**config.mk**
```make
export PLATFORM = sky130hd
export DESIGN_NAME = ssd_score_ctrl
export DESIGN_NICKNAME = d
export VERILOG_FILES = /design/src/rtl/ssd_score_ctrl.sv
export SDC_FILE = /design/constraint.sdc
export NUM_CORES = 1
export LEC_CHECK = 0
export CAP_MARGIN = 20
export CORE_ASPECT_RATIO = 1.75
export CORE_MARGIN = 4
export CORE_UTILIZATION = 26
export CTS_CLUSTER_DIAMETER = 80
export DETAILED_ROUTE_END_ITERATION = 8
export HOLD_SLACK_MARGIN = 0.1
export PLACE_DENSITY = 0.45
export REMOVE_ABC_BUFFERS = 1
export SETUP_SLACK_MARGIN = 0.3
export SYNTH_ARGS = -nofsm -noshare
export SYNTH_HDL_FRONTEND = slang
export SYNTH_SLANG_ARGS = --single-unit
```
**constraint.sdc**
```tcl
create_clock -name clk -period 10.4 [get_ports clk]
set_input_delay 1.56 -clock clk [delete_from_list [all_inputs] [get_ports clk]]
set_output_delay 1.56 -clock clk [all_outputs]
set_load 0.005 [all_outputs]
```
**src/rtl/ssd_score_ctrl.sv**
```systemverilog
`default_nettype none
// ============================================================================
// Module   : ssd_score_ctrl
// Purpose  : Two-player turn/score sequencer feeding a 4-digit SSD driver.
//            Holds BCD scores, the per-turn BCD countdown and the active
//            player, and registers d1..d4 / player / time_out / game_over.
// Revision : 1.0 - initial release
// ============================================================================
module ssd_score_ctrl #(
    parameter int TICK_DIV  = 100_000_000,
    parameter int TURN_SEC  = 30,
    parameter int WIN_SCORE = 15
) (
    input  logic       clk,
    input  logic       rst,
    input  logic       start_i,
    input  logic       point_i,
    input  logic       pass_i,
    input  logic       show_time_i,
    output logic [3:0] d1_o,
    output logic [3:0] d2_o,
    output logic [3:0] d3_o,
    output logic [3:0] d4_o,
    output logic       player_o,
    output logic       time_out_o,
    output logic       game_over_o
);

    localparam int                CNT_W       = $clog2(TICK_DIV);
    localparam logic [CNT_W-1:0]  C_TICK_LAST = CNT_W'(TICK_DIV - 1);
    localparam logic [7:0]        C_TURN_BCD  = {4'(TURN_SEC / 10), 4'(TURN_SEC % 10)};
    localparam logic [6:0]        C_WIN       = 7'(WIN_SCORE);

    typedef enum logic [1:0] {
        S_IDLE = 2'd0,
        S_PLAY = 2'd1,
        S_OVER = 2'd2
    } state_t;

    state_t           state_q, state_d;
    logic [7:0]       s0_q, s0_d;
    logic [7:0]       s1_q, s1_d;
    logic [7:0]       timer_q, timer_d;
    logic [CNT_W-1:0] cnt_q, cnt_d;
    logic             phase_q, phase_d;
    logic             player_q, player_d;
    logic             to_q, to_d;
    logic             go_q;
    logic [7:0]       pair0_q, pair1_q;

    logic             w_tick;
    logic             w_expire;
    logic [CNT_W-1:0] w_cnt_next;
    logic [7:0]       w_score_inc;
    logic             w_win;
    logic [7:0]       w_pair0, w_pair1;

    // BCD increment saturating at 99
    function automatic logic [7:0] bcd_inc(input logic [7:0] v);
        if (v == 8'h99)        return v;
        if (v[3:0] == 4'd9)    return {v[7:4] + 4'd1, 4'd0};
        return {v[7:4], v[3:0] + 4'd1};
    endfunction

    // BCD decrement, ones borrow from tens
    function automatic logic [7:0] bcd_dec(input logic [7:0] v);
        if (v[3:0] == 4'd0)    return {v[7:4] - 4'd1, 4'd9};
        return {v[7:4], v[3:0] - 4'd1};
    endfunction

    // BCD pair to binary value
    function automatic logic [6:0] bcd_val(input logic [7:0] v);
        return ({3'b000, v[7:4]} * 7'd10) + {3'b000, v[3:0]};
    endfunction

    assign w_tick      = (state_q != S_IDLE) && (cnt_q == C_TICK_LAST);
    assign w_cnt_next  = w_tick ? '0 : cnt_q + CNT_W'(1);
    assign w_expire    = w_tick && (timer_q == 8'h01);
    assign w_score_inc = bcd_inc(player_q ? s1_q : s0_q);
    assign w_win       = (bcd_val(w_score_inc) == C_WIN);

    // Next-state logic: game flow, scoring, countdown and turn hand-over
    always_comb begin
        state_d  = state_q;
        s0_d     = s0_q;
        s1_d     = s1_q;
        timer_d  = timer_q;
        cnt_d    = cnt_q;
        phase_d  = phase_q;
        player_d = player_q;
        to_d     = 1'b0;
        case (state_q)
            S_IDLE: begin
                cnt_d = '0;
                if (start_i) begin
                    state_d  = S_PLAY;
                    s0_d     = 8'h00;
                    s1_d     = 8'h00;
                    player_d = 1'b0;
                    timer_d  = C_TURN_BCD;
                end
            end
            S_PLAY: begin
                cnt_d = w_cnt_next;
                if (point_i) begin
                    if (player_q) s1_d = w_score_inc;
                    else          s0_d = w_score_inc;
                end
                // A winning point takes priority; any turn end that cycle is dropped
                if (point_i && w_win) begin
                    state_d = S_OVER;
                    phase_d = 1'b0;
                end else if (pass_i || w_expire) begin
                    player_d = ~player_q;
                    timer_d  = C_TURN_BCD;
                    cnt_d    = '0;
                    to_d     = w_expire;
                end else if (w_tick) begin
                    timer_d = bcd_dec(timer_q);
                end
            end
            S_OVER: begin
                cnt_d = w_cnt_next;
                if (w_tick) phase_d = ~phase_q;
                if (start_i) begin
                    state_d  = S_PLAY;
                    s0_d     = 8'h00;
                    s1_d     = 8'h00;
                    player_d = 1'b0;
                    timer_d  = C_TURN_BCD;
                    cnt_d    = '0;
                    phase_d  = 1'b0;
                end
            end
            default: begin
                state_d = S_IDLE;
            end
        endcase
    end

    // Display contents derived from the current state (one cycle of latency)
    always_comb begin
        w_pair0 = s0_q;
        w_pair1 = s1_q;
        case (state_q)
            S_PLAY: begin
                if (show_time_i) begin
                    if (player_q) w_pair0 = timer_q;
                    else          w_pair1 = timer_q;
                end
            end
            S_OVER: begin
                if (phase_q) begin
                    if (player_q) w_pair1 = 8'hFF;
                    else          w_pair0 = 8'hFF;
                end
            end
            default: begin
                w_pair0 = 8'h00;
                w_pair1 = 8'h00;
            end
        endcase
    end

    // State and output registers
    always_ff @(posedge clk or posedge rst) begin
        if (rst) begin
            state_q  <= S_IDLE;
            s0_q     <= 8'h00;
            s1_q     <= 8'h00;
            timer_q  <= C_TURN_BCD;
            cnt_q    <= '0;
            phase_q  <= 1'b0;
            player_q <= 1'b0;
            to_q     <= 1'b0;
            go_q     <= 1'b0;
            pair0_q  <= 8'h00;
            pair1_q  <= 8'h00;
        end else begin
            state_q  <= state_d;
            s0_q     <= s0_d;
            s1_q     <= s1_d;
            timer_q  <= timer_d;
            cnt_q    <= cnt_d;
            phase_q  <= phase_d;
            player_q <= player_d;
            to_q     <= to_d;
            go_q     <= (state_d == S_OVER);
            pair0_q  <= w_pair0;
            pair1_q  <= w_pair1;
        end
    end

    assign d1_o        = pair0_q[7:4];
    assign d2_o        = pair0_q[3:0];
    assign d3_o        = pair1_q[7:4];
    assign d4_o        = pair1_q[3:0];
    assign player_o    = player_q;
    assign time_out_o  = to_q;
    assign game_over_o = go_q;

endmodule
`default_nettype wire

```
==> results by group <==
Status
  – Status: complete, no violations

Global routing
  – First-pass GRT wire length: approximately 20000 microns
  – Overall fraction of global-route tracks in use: 0.127
  – Initial antenna violation count: 0
  – Pin count of the biggest net entering global routing: 74
  – Congestion Overflow GR: 0
  – Number of global-route vias before repair: about 3700

Route
  – Count of nets left with antenna violations after detail routing: 0
  – Drt drc: 0
  – Vias after detailed routing: about 3700
  – Routed WL per cell: 16.2 microns
  – Per-cell via count in the routed design: ~5.0
  – Detailed Routing Iterations Pass 1: 4
  – Post-Route WL: approximately 12000 microns
  – Iter 0 DRT Violations: around 160

Placed design
  – Count of port buffers added during placement: 24
  – Worst slack at placement: between 4 and 5 ns
  – Half-perimeter wire length after placement: approximately 8900 microns
  – Global placer's final weighted congestion: between 0.8 and 0.9

Timing
  – Tmin final: around 5.7 ns
  – Sum of negative setup slack: 0 ns
  – Slew HR: 0.356
  – Setup skew after layout: 0.0108 ns
  – Timing-limited maximum frequency: around 180 MHz
  – Setup-failing EPs final: 0
  – RSZ-0062 raised after global routing: no
  – Number of hold-slack violations in the final timing report: 0
  – Final worst slack: 4.71 ns
  – Worst-margin pin slew: ~0.97 ns
  – Crit share post-route: 0.547
  – Final Max Slew Viols: 0

Finish
  – Ratio of cells with drive above 1 in the final layout: 0.104
  – Layout Nets: roughly 530
  – Synth-to-layout area growth: 17.7%
  – Ant diodes: 0

Logic synthesis
  – Flip-flop cell with the highest count after synthesis: dfrtp_1
  – Cell area after synthesis: about 4500 sq um
  – Cell count after synthesis: slightly below 500
  – Number of register bits inferred by synthesis: 73
  – Fraction of post-synthesis cell area in the top cell type by area: 0.398
  – Yosys warns: 0
  – Synth area leaders: dfrtp_1, mux2_2, ha_1
  – Yosys top cell by area: dfrtp_1
  – Post-synth cell types: 66
  – Most common cell in the synthesized netlist: dfrtp_1
  – Part of the Yosys area used for sequential elements: 0.410
  – Share of synthesized flip-flops with an asynchronous set or reset: 1.00
  – Most frequent cells after synthesis: dfrtp_1, nand2_1, nor2_1, o21ai_0, nand3_1
  – Synth Area per Inst: about 9 sq um
  – Number of enable flip-flop cells after synthesis: 0

Clock tree
  – Clock tree root buffer cell: clkbuf_16
  – Clock transition at the registers of the reported paths: 0.06 ns
  – Buffer levels on the longest clock path: 2
  – Max H-tree Level: 3
  – Number of CTS-inserted buffers: 9
  – Post-CTS setup-driven buffer insertion count: 0
  – Later-pin clock latency in the skew report: between 0.3 and 0.4 ns
  – Quantity of hold-fixing buffers added after cts: 0
  – CTS tree: yes
  – Number of clock sinks seen by CTS: 73
  – Number of gates resized after CTS: 0

Floorplan
  – Site Rows: 63
  – Height of the chip: approximately 180 microns
  – IO Pins: 25
  – Die ar.: around 19000 sq um
  – Horizontal extent of the die: about 110 microns
  – Area inside the core boundary: 16900 sq um
  – Initial cell density of the core: 0.263

Power
  – Power per Cell Area: ~220 nW/um^2
  – Switching pwr: around 0.44 mW
  – Switching portion of total power: 0.382
  – P_int: 0.714 mW
  – Leakage power of the design: ~2.2 nW
  – IR Drop Worst-Case VDD: 77.7 uV
  – Proportion of power drawn by the clock network: 0.295
  – Relative contribution of combinational cells to total power: 0.365
  – Relative contribution of sequential cells to total power: 0.339

Setup path
  – Required time worst endpoint: approximately 11 ns
  – Number of gates on the worst path with buffers counted: 19
  – CP Buf/Inv Count: 3
  – Worst Setup Path Type: reg2reg
  – Reg2reg start: player_o
  – Crit end category: flip-flop
  – Crit-path slowest cell: dfrtp_1
  – CP startpoint kind: flip-flop
  – Critical path's top delay family: adder cells
  – Worst setup path start: player_o
  – CP dominant cell by count: ha_1
  – Ordered cell list for the critical path: mux2i_1 > inv_1 > ha_1 > and4b_1 > a31oi_1 > and2_1 > mux2_2 > inv_1 > ha_1 > ha_1 > fa_1 > xnor2_1 > nand2_1 > o31ai_1 > nand3_1 > o31ai_4 > buf_4 > nand4_1 > mux2i_1
  – Slowest Stage Delay on Critical Path: just over 0.9 ns
  – Count of cells along the worst register-to-register path: 19
  – Max Fanout on Critical Path: 34
  – Endpoint arrival time on the critical path: between 5 and 6 ns

Hold path
  – Instance count along the most critical hold path: 1
  – Path class of the lowest-slack min-delay path: reg2reg
  – Hold path startpoint: cnt_q[26]

Flow run
  – Count of maximum capacitance violations: 0
[worst paths after layout]
kind	end	slack [ns]
setup / recovery	cnt_q[11]	4.71
hold / removal	cnt_q[26]	0.50
setup reg to reg	cnt_q[11]	4.71
hold reg to reg	cnt_q[26]	0.50
max in group asynchronous	cnt_q[16]	7.93
min in group asynchronous	s0_q[7]	1.81
[cell usage in the layout, fill, tap and decap left out, types with 17 or more instances in the layout]
cell / synthesis / routed
mux2_2: 17 / 17
o21ai_0: 35 / 35
dfrtp_1: 71 / 71
inv_1: 27 / 26
clkdlybuf4s50_1: 0 / 24
nor2_1: 35 / 35
nand3_1: 28 / 28
a21oi_1: 21 / 21
nand2_1: 41 / 41
nor2b_1: 20 / 20
[per-stage QoR]
| step | total power [mW] | utilization | cell area, sq um | hold WS [ns] | std cells |
|---|---|---|---|---|---|
| after detailed placement | 0.824 | 0.291 | 4930 | 0.492 | 721 |
| after global placement | 0.818 | 0.291 | 4930 | 0.479 | 721 |
| after floorplan | 0.677 | - | 4380 | 0.456 | 467 |
| after CTS | 1.17 | 0.310 | 5260 | 0.500 | 737 |
| final | 1.16 | 0.310 | 5260 | 0.500 | 737 |
| after global routing | 1.24 | 0.310 | 5260 | 0.546 | 737 |
[final cells by class]
| type | instances | area, sq um |
|---|---|---|
| Timing Repair Buffer | 27 | 263 |
| Inverter | 27 | 101 |
| Sequential cell | 73 | 1830 |
| Fill cell | 1768 | 11700 |
| Clock buffer | 9 | 225 |
| Multi-Input combinational cell | 367 | 2450 |
| Clock inverter | 7 | 103 |
| Tap cell | 227 | 284 |
[registers in the layout, summed over array words and instances, names as in the netlist]
signal,count
cnt_q,27
game_over_o,1
pair0_q,8
pair1_q,8
phase_q,1
player_o,1
s0_q,8
s1_q,8
state_q,2
time_out_o,1
timer_q,8
[layer usage]
metal  track usage  part of all wire  up-vias
li1              -                 -     1803
met1         0.141              0.40     1791
met2         0.233              0.54       75
met3        0.0200             0.024       30
met4        0.0609             0.036        0
met5             0                 0        -
[power groups by stage]
stage               clock (mW)  sequential, mW  combinational, mW
global route             0.364           0.398              0.476
floorplan                    0           0.374              0.303
detailed placement           0           0.397              0.427
global placement             0           0.396              0.422
CTS                      0.352           0.391              0.428
finish                   0.341           0.392              0.422
[kinds of logic (layout without fill, tap and decap cells)]
group,count (synthesis),after routing,share of synthesized area
simple gates,191,191,0.226
compound gates,116,116,0.172
flops,73,73,0.410
buf+inv,44,70,0.0415
mux,32,32,0.0765
fa+ha+maj,17,17,0.0510
xor+xnor,11,11,0.0233
Note: power is estimated with default switching activity, not from simulation.
